==> config.mk <==
export PLATFORM = sky130hd
export DESIGN_NAME = ls_way_requester
export DESIGN_NICKNAME = d
export VERILOG_FILES = /design/src/rtl/ls_way_requester.sv
export SDC_FILE = /design/constraint.sdc
export NUM_CORES = 1
export LEC_CHECK = 0
export CAP_MARGIN = 10
export CORE_MARGIN = 1
export CORE_UTILIZATION = 28
export CTS_CLUSTER_SIZE = 28
export DETAILED_ROUTE_END_ITERATION = 12
export SLEW_MARGIN = 10
export SYNTH_ARGS = -nofsm -noshare
export SYNTH_HDL_FRONTEND = slang
export SYNTH_SLANG_ARGS = --single-unit
==> constraint.sdc <==
create_clock -name clk -period 1.7 [get_ports clk]
set_clock_uncertainty 0.05 [all_clocks]
set_input_delay 0.17 -clock clk [delete_from_list [all_inputs] [get_ports clk]]
set_output_delay 0.17 -clock clk [all_outputs]
set_load 0.02 [all_outputs]
==> src/rtl/ls_way_requester.sv <==
// ls_way_requester: sequences allocate/invalidate requests onto the LRU
// block's load/store port one at a time, decodes the one-hot way the LRU
// returns, and mirrors which ways of the set are allocated.
//
// Ports:
//   clk, reset        clock, asynchronous active-low reset
//   alloc_req_i       allocate request (held until accepted)
//   inv_req_i         invalidate request (held until accepted), priority over allocate
//   inv_way_i         way to invalidate
//   req_ready_o       high in IDLE: a pending request is accepted this cycle
//   ls_valid_o        operation valid to LRU block (ISSUE cycle only)
//   ls_op_o           10 allocate, 11 invalidate, 00 idle
//   ls_way_o          way for invalidate, 0 otherwise
//   lru_valid_i       LRU allocate response valid (same cycle as ISSUE)
//   lru_way_i         LRU one-hot allocated/victim way
//   alloc_done_o      one-cycle allocate completion pulse
//   alloc_way_o       binary allocated way (with alloc_done_o)
//   alloc_evict_o     allocated way was already valid (victim)
//   alloc_err_o       LRU response missing, zero or not one-hot
//   inv_done_o        one-cycle invalidate completion pulse
//   valid_mask_o      mirror of allocated ways
//   full_o            all ways allocated
module ls_way_requester #(
  parameter  int unsigned NUM_WAYS = 4,
  localparam int unsigned W        = $clog2(NUM_WAYS)
) (
  input  logic                clk,
  input  logic                reset,
  input  logic                alloc_req_i,
  input  logic                inv_req_i,
  input  logic [W-1:0]        inv_way_i,
  output logic                req_ready_o,
  output logic                ls_valid_o,
  output logic [1:0]          ls_op_o,
  output logic [W-1:0]        ls_way_o,
  input  logic                lru_valid_i,
  input  logic [NUM_WAYS-1:0] lru_way_i,
  output logic                alloc_done_o,
  output logic [W-1:0]        alloc_way_o,
  output logic                alloc_evict_o,
  output logic                alloc_err_o,
  output logic                inv_done_o,
  output logic [NUM_WAYS-1:0] valid_mask_o,
  output logic                full_o
);

  localparam logic [1:0] OP_IDLE  = 2'b00;
  localparam logic [1:0] OP_ALLOC = 2'b10;
  localparam logic [1:0] OP_INV   = 2'b11;

  typedef enum logic [1:0] {
    IDLE  = 2'd0,
    ISSUE = 2'd1,
    RESP  = 2'd2
  } state_e;

  state_e              state_q, state_d;
  logic                op_inv_q, op_inv_d;
  logic [W-1:0]        way_q, way_d;

  logic                req_ready_d;
  logic                ls_valid_d;
  logic [1:0]          ls_op_d;
  logic [W-1:0]        ls_way_d;
  logic                alloc_done_d;
  logic [W-1:0]        alloc_way_d;
  logic                alloc_evict_d;
  logic                alloc_err_d;
  logic                inv_done_d;
  logic [NUM_WAYS-1:0] mask_d;

  logic [W-1:0]        lru_enc;
  logic                lru_onehot;

  // Binary encode of the LRU response; only meaningful when one-hot.
  always_comb begin
    lru_enc = '0;
    for (int unsigned i = 0; i < NUM_WAYS; i++) begin
      if (lru_way_i[i]) lru_enc = W'(i);
    end
  end

  assign lru_onehot = (lru_way_i != '0) &&
                      ((lru_way_i & (lru_way_i - NUM_WAYS'(1))) == '0);

  // Next state and next values of every registered output.
  always_comb begin
    state_d       = state_q;
    op_inv_d      = op_inv_q;
    way_d         = way_q;
    req_ready_d   = 1'b0;
    ls_valid_d    = 1'b0;
    ls_op_d       = OP_IDLE;
    ls_way_d      = '0;
    alloc_done_d  = 1'b0;
    alloc_way_d   = '0;
    alloc_evict_d = 1'b0;
    alloc_err_d   = 1'b0;
    inv_done_d    = 1'b0;
    mask_d        = valid_mask_o;

    case (state_q)
      IDLE: begin
        req_ready_d = 1'b1;
        if (inv_req_i) begin
          state_d     = ISSUE;
          op_inv_d    = 1'b1;
          way_d       = inv_way_i;
          req_ready_d = 1'b0;
          ls_valid_d  = 1'b1;
          ls_op_d     = OP_INV;
          ls_way_d    = inv_way_i;
        end else if (alloc_req_i) begin
          state_d     = ISSUE;
          op_inv_d    = 1'b0;
          way_d       = '0;
          req_ready_d = 1'b0;
          ls_valid_d  = 1'b1;
          ls_op_d     = OP_ALLOC;
        end
      end

      // LRU response is combinational, so it is judged during ISSUE.
      ISSUE: begin
        state_d = RESP;
        if (op_inv_q) begin
          inv_done_d = 1'b1;
        end else begin
          alloc_done_d = 1'b1;
          if (lru_valid_i && lru_onehot) begin
            alloc_way_d   = lru_enc;
            alloc_evict_d = valid_mask_o[lru_enc];
          end else begin
            alloc_err_d = 1'b1;
          end
        end
      end

      // Mirror commits at the edge ending RESP.
      RESP: begin
        state_d     = IDLE;
        req_ready_d = 1'b1;
        if (op_inv_q) begin
          mask_d[way_q] = 1'b0;
        end else if (!alloc_err_o) begin
          mask_d[alloc_way_o] = 1'b1;
        end
      end

      default: begin
        state_d     = IDLE;
        req_ready_d = 1'b1;
      end
    endcase
  end

  always_ff @(posedge clk or negedge reset) begin
    if (!reset) begin
      state_q       <= IDLE;
      op_inv_q      <= 1'b0;
      way_q         <= '0;
      req_ready_o   <= 1'b1;
      ls_valid_o    <= 1'b0;
      ls_op_o       <= OP_IDLE;
      ls_way_o      <= '0;
      alloc_done_o  <= 1'b0;
      alloc_way_o   <= '0;
      alloc_evict_o <= 1'b0;
      alloc_err_o   <= 1'b0;
      inv_done_o    <= 1'b0;
      valid_mask_o  <= '0;
      full_o        <= 1'b0;
    end else begin
      state_q       <= state_d;
      op_inv_q      <= op_inv_d;
      way_q         <= way_d;
      req_ready_o   <= req_ready_d;
      ls_valid_o    <= ls_valid_d;
      ls_op_o       <= ls_op_d;
      ls_way_o      <= ls_way_d;
      alloc_done_o  <= alloc_done_d;
      alloc_way_o   <= alloc_way_d;
      alloc_evict_o <= alloc_evict_d;
      alloc_err_o   <= alloc_err_d;
      inv_done_o    <= inv_done_d;
      valid_mask_o  <= mask_d;
      full_o        <= &mask_d;
    end
  end

endmodule

==> results of run 1 <==
Yosys cell counts:
| cell | instances |
|---|---|
| dfrtp_1 | 20 |
| nor2_1 | 8 |
| inv_1 | 5 |
| a21o_1 | 3 |
| and2_1 | 2 |
| and3_1 | 2 |
| mux2i_1 | 2 |
| nand2_1 | 2 |
| nand3b_1 | 2 |
| nor2b_1 | 2 |
| nor4b_1 | 2 |
| a211o_1 | 1 |
| a21boi_1 | 1 |
| a21oi_1 | 1 |
| a31oi_1 | 1 |
| a32o_1 | 1 |
| a41o_1 | 1 |
| and2b_1 | 1 |
| and3b_4 | 1 |
| and4_1 | 1 |
| buf_4 | 1 |
| clkbuf_1 | 1 |
| dfstp_2 | 1 |
| nand2b_1 | 1 |
| nand3_1 | 1 |
| nor3_1 | 1 |
| nor3b_1 | 1 |
| o21ai_0 | 1 |
| o21ai_1 | 1 |
| o2bb2ai_1 | 1 |
| o32ai_2 | 1 |
| or2_1 | 1 |
| or3_4 | 1 |
| xor2_1 | 1 |
cell type report:
| class | count | area, um^2 |
|---|---|---|
| fillers | 283 | 1650 |
| flip-flops and latches | 21 | 527 |
| multi-input cells | 45 | 312 |
| repair buffers | 28 | 278 |
| well taps | 31 | 38.8 |
| clock buffers | 4 | 26.3 |
| inverters | 5 | 18.8 |
report_power, final:
group          switching [mW]  total [mW]  internal, mW
Combinational           0.351       0.717         0.366
Clock                   0.147       0.239        0.0915
Sequential              0.124       0.782         0.658
cell families (layout without fill, tap and decap cells):
family / Yosys count / after routing / synth area share [%]
buf+inv: 7 / 37 / 3.46
flops: 21 / 21 / 60.7
simple gates: 29 / 29 / 20.5
compound gates: 13 / 13 / 12.1
xor+xnor: 1 / 1 / 1.01
mux: 2 / 2 / 2.31
per-layer routing:
metal	vias to the layer above	GRT usage (%)	share of wire (%)
li1	315	-	-
met1	308	16.9	48
met2	21	18.6	45
met3	2	5.36	5.9
met4	0	4.08	0.80
met5	-	0	0
layout by cell type (no fill, tap or decap), drive strengths merged, types with 2 or more instances in the layout:
cell / instances
inv: 5
nand3b: 2
clkdlybuf4s50: 27
a21o: 3
o21ai: 2
dfrtp: 20
and3: 2
nor2b: 2
nor4b: 2
clkbuf: 4
and2: 2
nand2: 2
nor2: 8
mux2i: 2
registers in the layout, indices dropped and copies added (netlist names):
| register | flops |
|---|---|
| valid_mask_o | 4 |
| alloc_way_o | 2 |
| ls_op_o | 2 |
| ls_way_o | 2 |
| state_q | 2 |
| way_q | 2 |
| alloc_done_o | 1 |
| alloc_err_o | 1 |
| alloc_evict_o | 1 |
| full_o | 1 |
| inv_done_o | 1 |
| op_inv_q | 1 |
| req_ready_o | 1 |
metrics by stage:
step / instance area (um^2) / setup slack, ps / std cells / hold slack, ps / power (mW)
after global routing: 1200 / 5.59 / 134 / 152 / 1.86
after global placement: 1170 / 121 / 130 / 471 / 1.50
after CTS: 1200 / 44.9 / 134 / 144 / 1.76
final: 1200 / 60.4 / 134 / 142 / 1.74
after detailed placement: 1170 / 80.3 / 130 / 473 / 1.52
after floorplan: 868 / 263 / 73 / -176 / 1.20
final timing paths:
kind / startpoint / to / slack, ps / cells past startpoint
worst min-delay path: reset / ls_way_o[1] / 140 / 2
worst max register to register: state_q[1] / full_o / 160 / 4
worst min register to register: op_inv_q / alloc_done_o / 480 / 1
worst max-delay path: req_ready_o / req_ready_o / 60 / 1
max in group asynchronous: reset / req_ready_o / 1180 / 2
min in group clk: lru_valid_i / alloc_err_o / 380 / 2
==> flow_summary.ini, run 1 <==
[yosys]
ys_types = 34
syn_inst = 73
synth_top_area_cell = dfrtp_1
yosys.area.top_type_share_pct = 57.6
syn_area_per_cell_um2 = 11.9
synth_area_um2 = 868
yosysSeqAreaShare_pct = 60.7
ys_top_cells_by_area = dfrtp_1 58%, nor2_1 3.5%, dfstp_2 3.0%
yosysWarnings = 0
synth_nets = 84
ys_ff_latch = 21

[final_layout]
drive_above_1_share_pct = 7.77
final_net_count = 115
syn_to_final_growth_pct = 38.2
finish.utilization_pct = 42.1
n_antenna_cell = 0

[floorplanning]
die-width_um = 57.7
die_y_um = 57.7
rows = 19
dieArea_um2 = 3330
core_um2 = 2850
initial_core_util_pct = 30.4
boundaryPins = 28

[timing]
worst_pin_slew_ps = 336
fin_crit_sh_pct = 96.4
fin_crit_ps = 1640
fmaxAchievable_ghz = 0.610
setup_viol = 0
fin_setup_tns_ps = 0
hold_violations = 0
slew-limit-headroom_pct = 77.4
grt_setup_unrepaired = no
slew_violations = 0

[worst_setup_path]
cp_slowest_cell = clkdlybuf4s50_1
worstSetupStartpointType = register
path_cells = clkdlybuf4s50_1
critPathCaptureType = output port
cp.arrival_ps = 1420
worst-path-buf-inv = 1
crit_type = reg2out
crit_fanout = 1
crit_path_max_incr_delay_ps = 590
cpLargestDelayFamily = buffers and inverters
cp.required_ps = 1480

[route]
antenna_left = 0
finalWirelength_um = 1760
vias = 646
via_per_inst = 4.82
drt_iter0_drc = 12
drc = 1
dr.pass1.iters = 8
wire_per_inst_um = 13.1

[grt]
grt_pass1_wl_um = 3100
grt_max_degree = 22
antenna_found_initial = 0
track_usage_pct = 12.6
grt_pass1_vias = 653
grt-ovfl-total = 0

[status]
violations = design-rule violations
outcome = finished with violations

[power]
p_leak_nw = 0.563
power_density_nw_per_um2 = 1450
ir_drop_v = 0.000736

[worst_hold_path]
hp-class = in2async

[placed_design]
place.gp.congestion = 0.761
portBuffers = 27
place_hpwl_um = 1340

[clock_network]
cts_buffers = 3
cts_setup_buffers = 0
path_clk_slew_ps = 110
clock_latency_ps = 300
cts_num_sinks = 21
htreeDepth = 1
cts-root-buf = clkbuf_4
cts_resized = 0
cts_tree = done
cts_max_path_buffers = 2
hold_buffers = 0

[flow_run]
drv_cap = 0
Note: power is estimated with default switching activity, not from simulation.
==> run 2: changes to the inputs <==
--- a/config.mk
+++ b/config.mk
@@ -6,10 +6,12 @@
 export NUM_CORES = 1
 export LEC_CHECK = 0
 export CAP_MARGIN = 10
+export CORE_ASPECT_RATIO = 1.1
 export CORE_MARGIN = 1
-export CORE_UTILIZATION = 28
+export CORE_UTILIZATION = 36
 export CTS_CLUSTER_SIZE = 28
 export DETAILED_ROUTE_END_ITERATION = 12
+export RECOVER_POWER = 100
 export SLEW_MARGIN = 10
 export SYNTH_ARGS = -nofsm -noshare
 export SYNTH_HDL_FRONTEND = slang
==> run 2 against run 1 <==
Maximum frequency is 1.2% higher; first-iteration DRC count is 17% lower; total power is 4.6% lower; non-clock buffer count is 1 higher; the run now ends clean; largest cell class unchanged; sequential power is 2.7% lower; highest routed layer unchanged.
==> flow_summary.ini, run 2 (synthesis results as in run 1) <==
[clock_network]
cts_tree = done
hold_buffers = 0
cts-root-buf = clkbuf_4
cts_max_path_buffers = 2
htreeDepth = 1
cts_num_sinks = 21
cts_buffers = 3
path_clk_slew_ps = 110
cts_resized = 0
clock_latency_ps = 290
cts_setup_buffers = 0

[floorplanning]
rows = 18
dieArea_um2 = 2610
die_y_um = 53.5
die-width_um = 48.8
initial_core_util_pct = 38.6
boundaryPins = 28
core_um2 = 2250

[timing]
grt_setup_unrepaired = no
slew_violations = 0
slew-limit-headroom_pct = 28.0
fmaxAchievable_ghz = 0.617
fin_crit_sh_pct = 95.3
fin_crit_ps = 1620
worst_pin_slew_ps = 1080
fin_setup_tns_ps = 0
hold_violations = 0
setup_viol = 0

[final_layout]
largest_register_ffs = 4
top_register = valid_mask_o
final_common_cell = dfrtp_1
fin_cells = 134
drive_above_1_share_pct = 5.77
mostFrequentLayoutCells = 20 x dfrtp_1, 15 x dlygate4sd3_1, 12 x clkdlybuf4s50_1
n_antenna_cell = 0
syn_to_final_growth_pct = 37.5
final_net_count = 116

[flow_run]
drv_cap = 0

[worst_setup_path]
path_cells = clkdlybuf4s50_1
r2r_cells = 4
critPathCaptureType = output port
crit_type = reg2out
crit_fanout = 1
cpLargestDelayFamily = buffers and inverters
crit_path_max_incr_delay_ps = 590
cp-endpoint = req_ready_o
crit_cells = 1
cp_slowest_cell = clkdlybuf4s50_1
cp.required_ps = 1480
cp.arrival_ps = 1400
crit_start = req_ready_o
worst-path-buf-inv = 1
reg2reg_to = full_o
reg2reg_from = state_q[0]
worstSetupStartpointType = register
r2r_setup_slack_ps = 140

[grt]
track_usage_pct = 13.3
antenna_found_initial = 0
grt_pass1_wl_um = 2560
grt_pass1_vias = 635
grt-ovfl-total = 0
grt_max_degree = 22

[route]
antenna_left = 0
drc = 0
via_per_inst = 4.81
vias = 644
finalWirelength_um = 1560
dr.pass1.iters = 4
drt_iter0_drc = 10
wire_per_inst_um = 11.6

[placed_design]
portBuffers = 27
place_hpwl_um = 1200
placedCellCount = 130
place.gp.congestion = 0.761

[power]
p_leak_nw = 0.592
ir_drop_v = 0.000796
power_density_nw_per_um2 = 1390

[worst_hold_path]
hp-class = in2reg

[status]
outcome = finished, final reports clean
## run 2: layout make-up
class	count	area, um^2
Inverter	5	18.8
Sequential cell	21	527
Timing Repair Buffer	29	278
Clock buffer	4	26.3
Multi-Input combinational cell	45	307
Tap cell	30	37.5
Fill cell	201	1060
## run 2: report_power, final
group          internal (mW)  total (mW)  switching, mW
logic                  0.319       0.670          0.350
registers              0.658       0.761          0.103
clock network         0.0912       0.227          0.136
total                   1.07        1.66          0.589
## run 2: how the worst min path moves through the flow
stage | startpoint | to | slack, ps | depth (start not counted)
global route | inv_way_i[0] | ls_way_o[0] | 410 | 2
global placement | op_inv_q | alloc_done_o | 460 | 1
finish | inv_way_i[0] | ls_way_o[0] | 400 | 2
CTS | reset | full_o | 160 | 2
floorplan | reset | alloc_done_o | -180 | 0
detailed placement | op_inv_q | alloc_done_o | 470 | 1
## run 2: through the flow
step / hold slack [ps] / cell area (um^2) / utilization [%] / total power, mW / setup slack, ps
finish: 402 / 1190 / 53.0 / 1.66 / 80.0
detailed placement: 469 / 1180 / 52.4 / 1.52 / 126
global route: 409 / 1190 / 53.0 / 1.79 / 25.4
floorplan: -176 / 868 / - / 1.20 / 263
global placement: 456 / 1180 / 52.4 / 1.51 / 158
CTS: 155 / 1210 / 53.6 / 1.75 / 57.9
## run 2: metal layers
metal	part of all wire, %	GRT usage, %	routed length [um]
met1	43	14.5	674
met2	51	24.3	791
met3	4.9	2.87	77
met4	0.83	7.35	13
met5	0	0	0
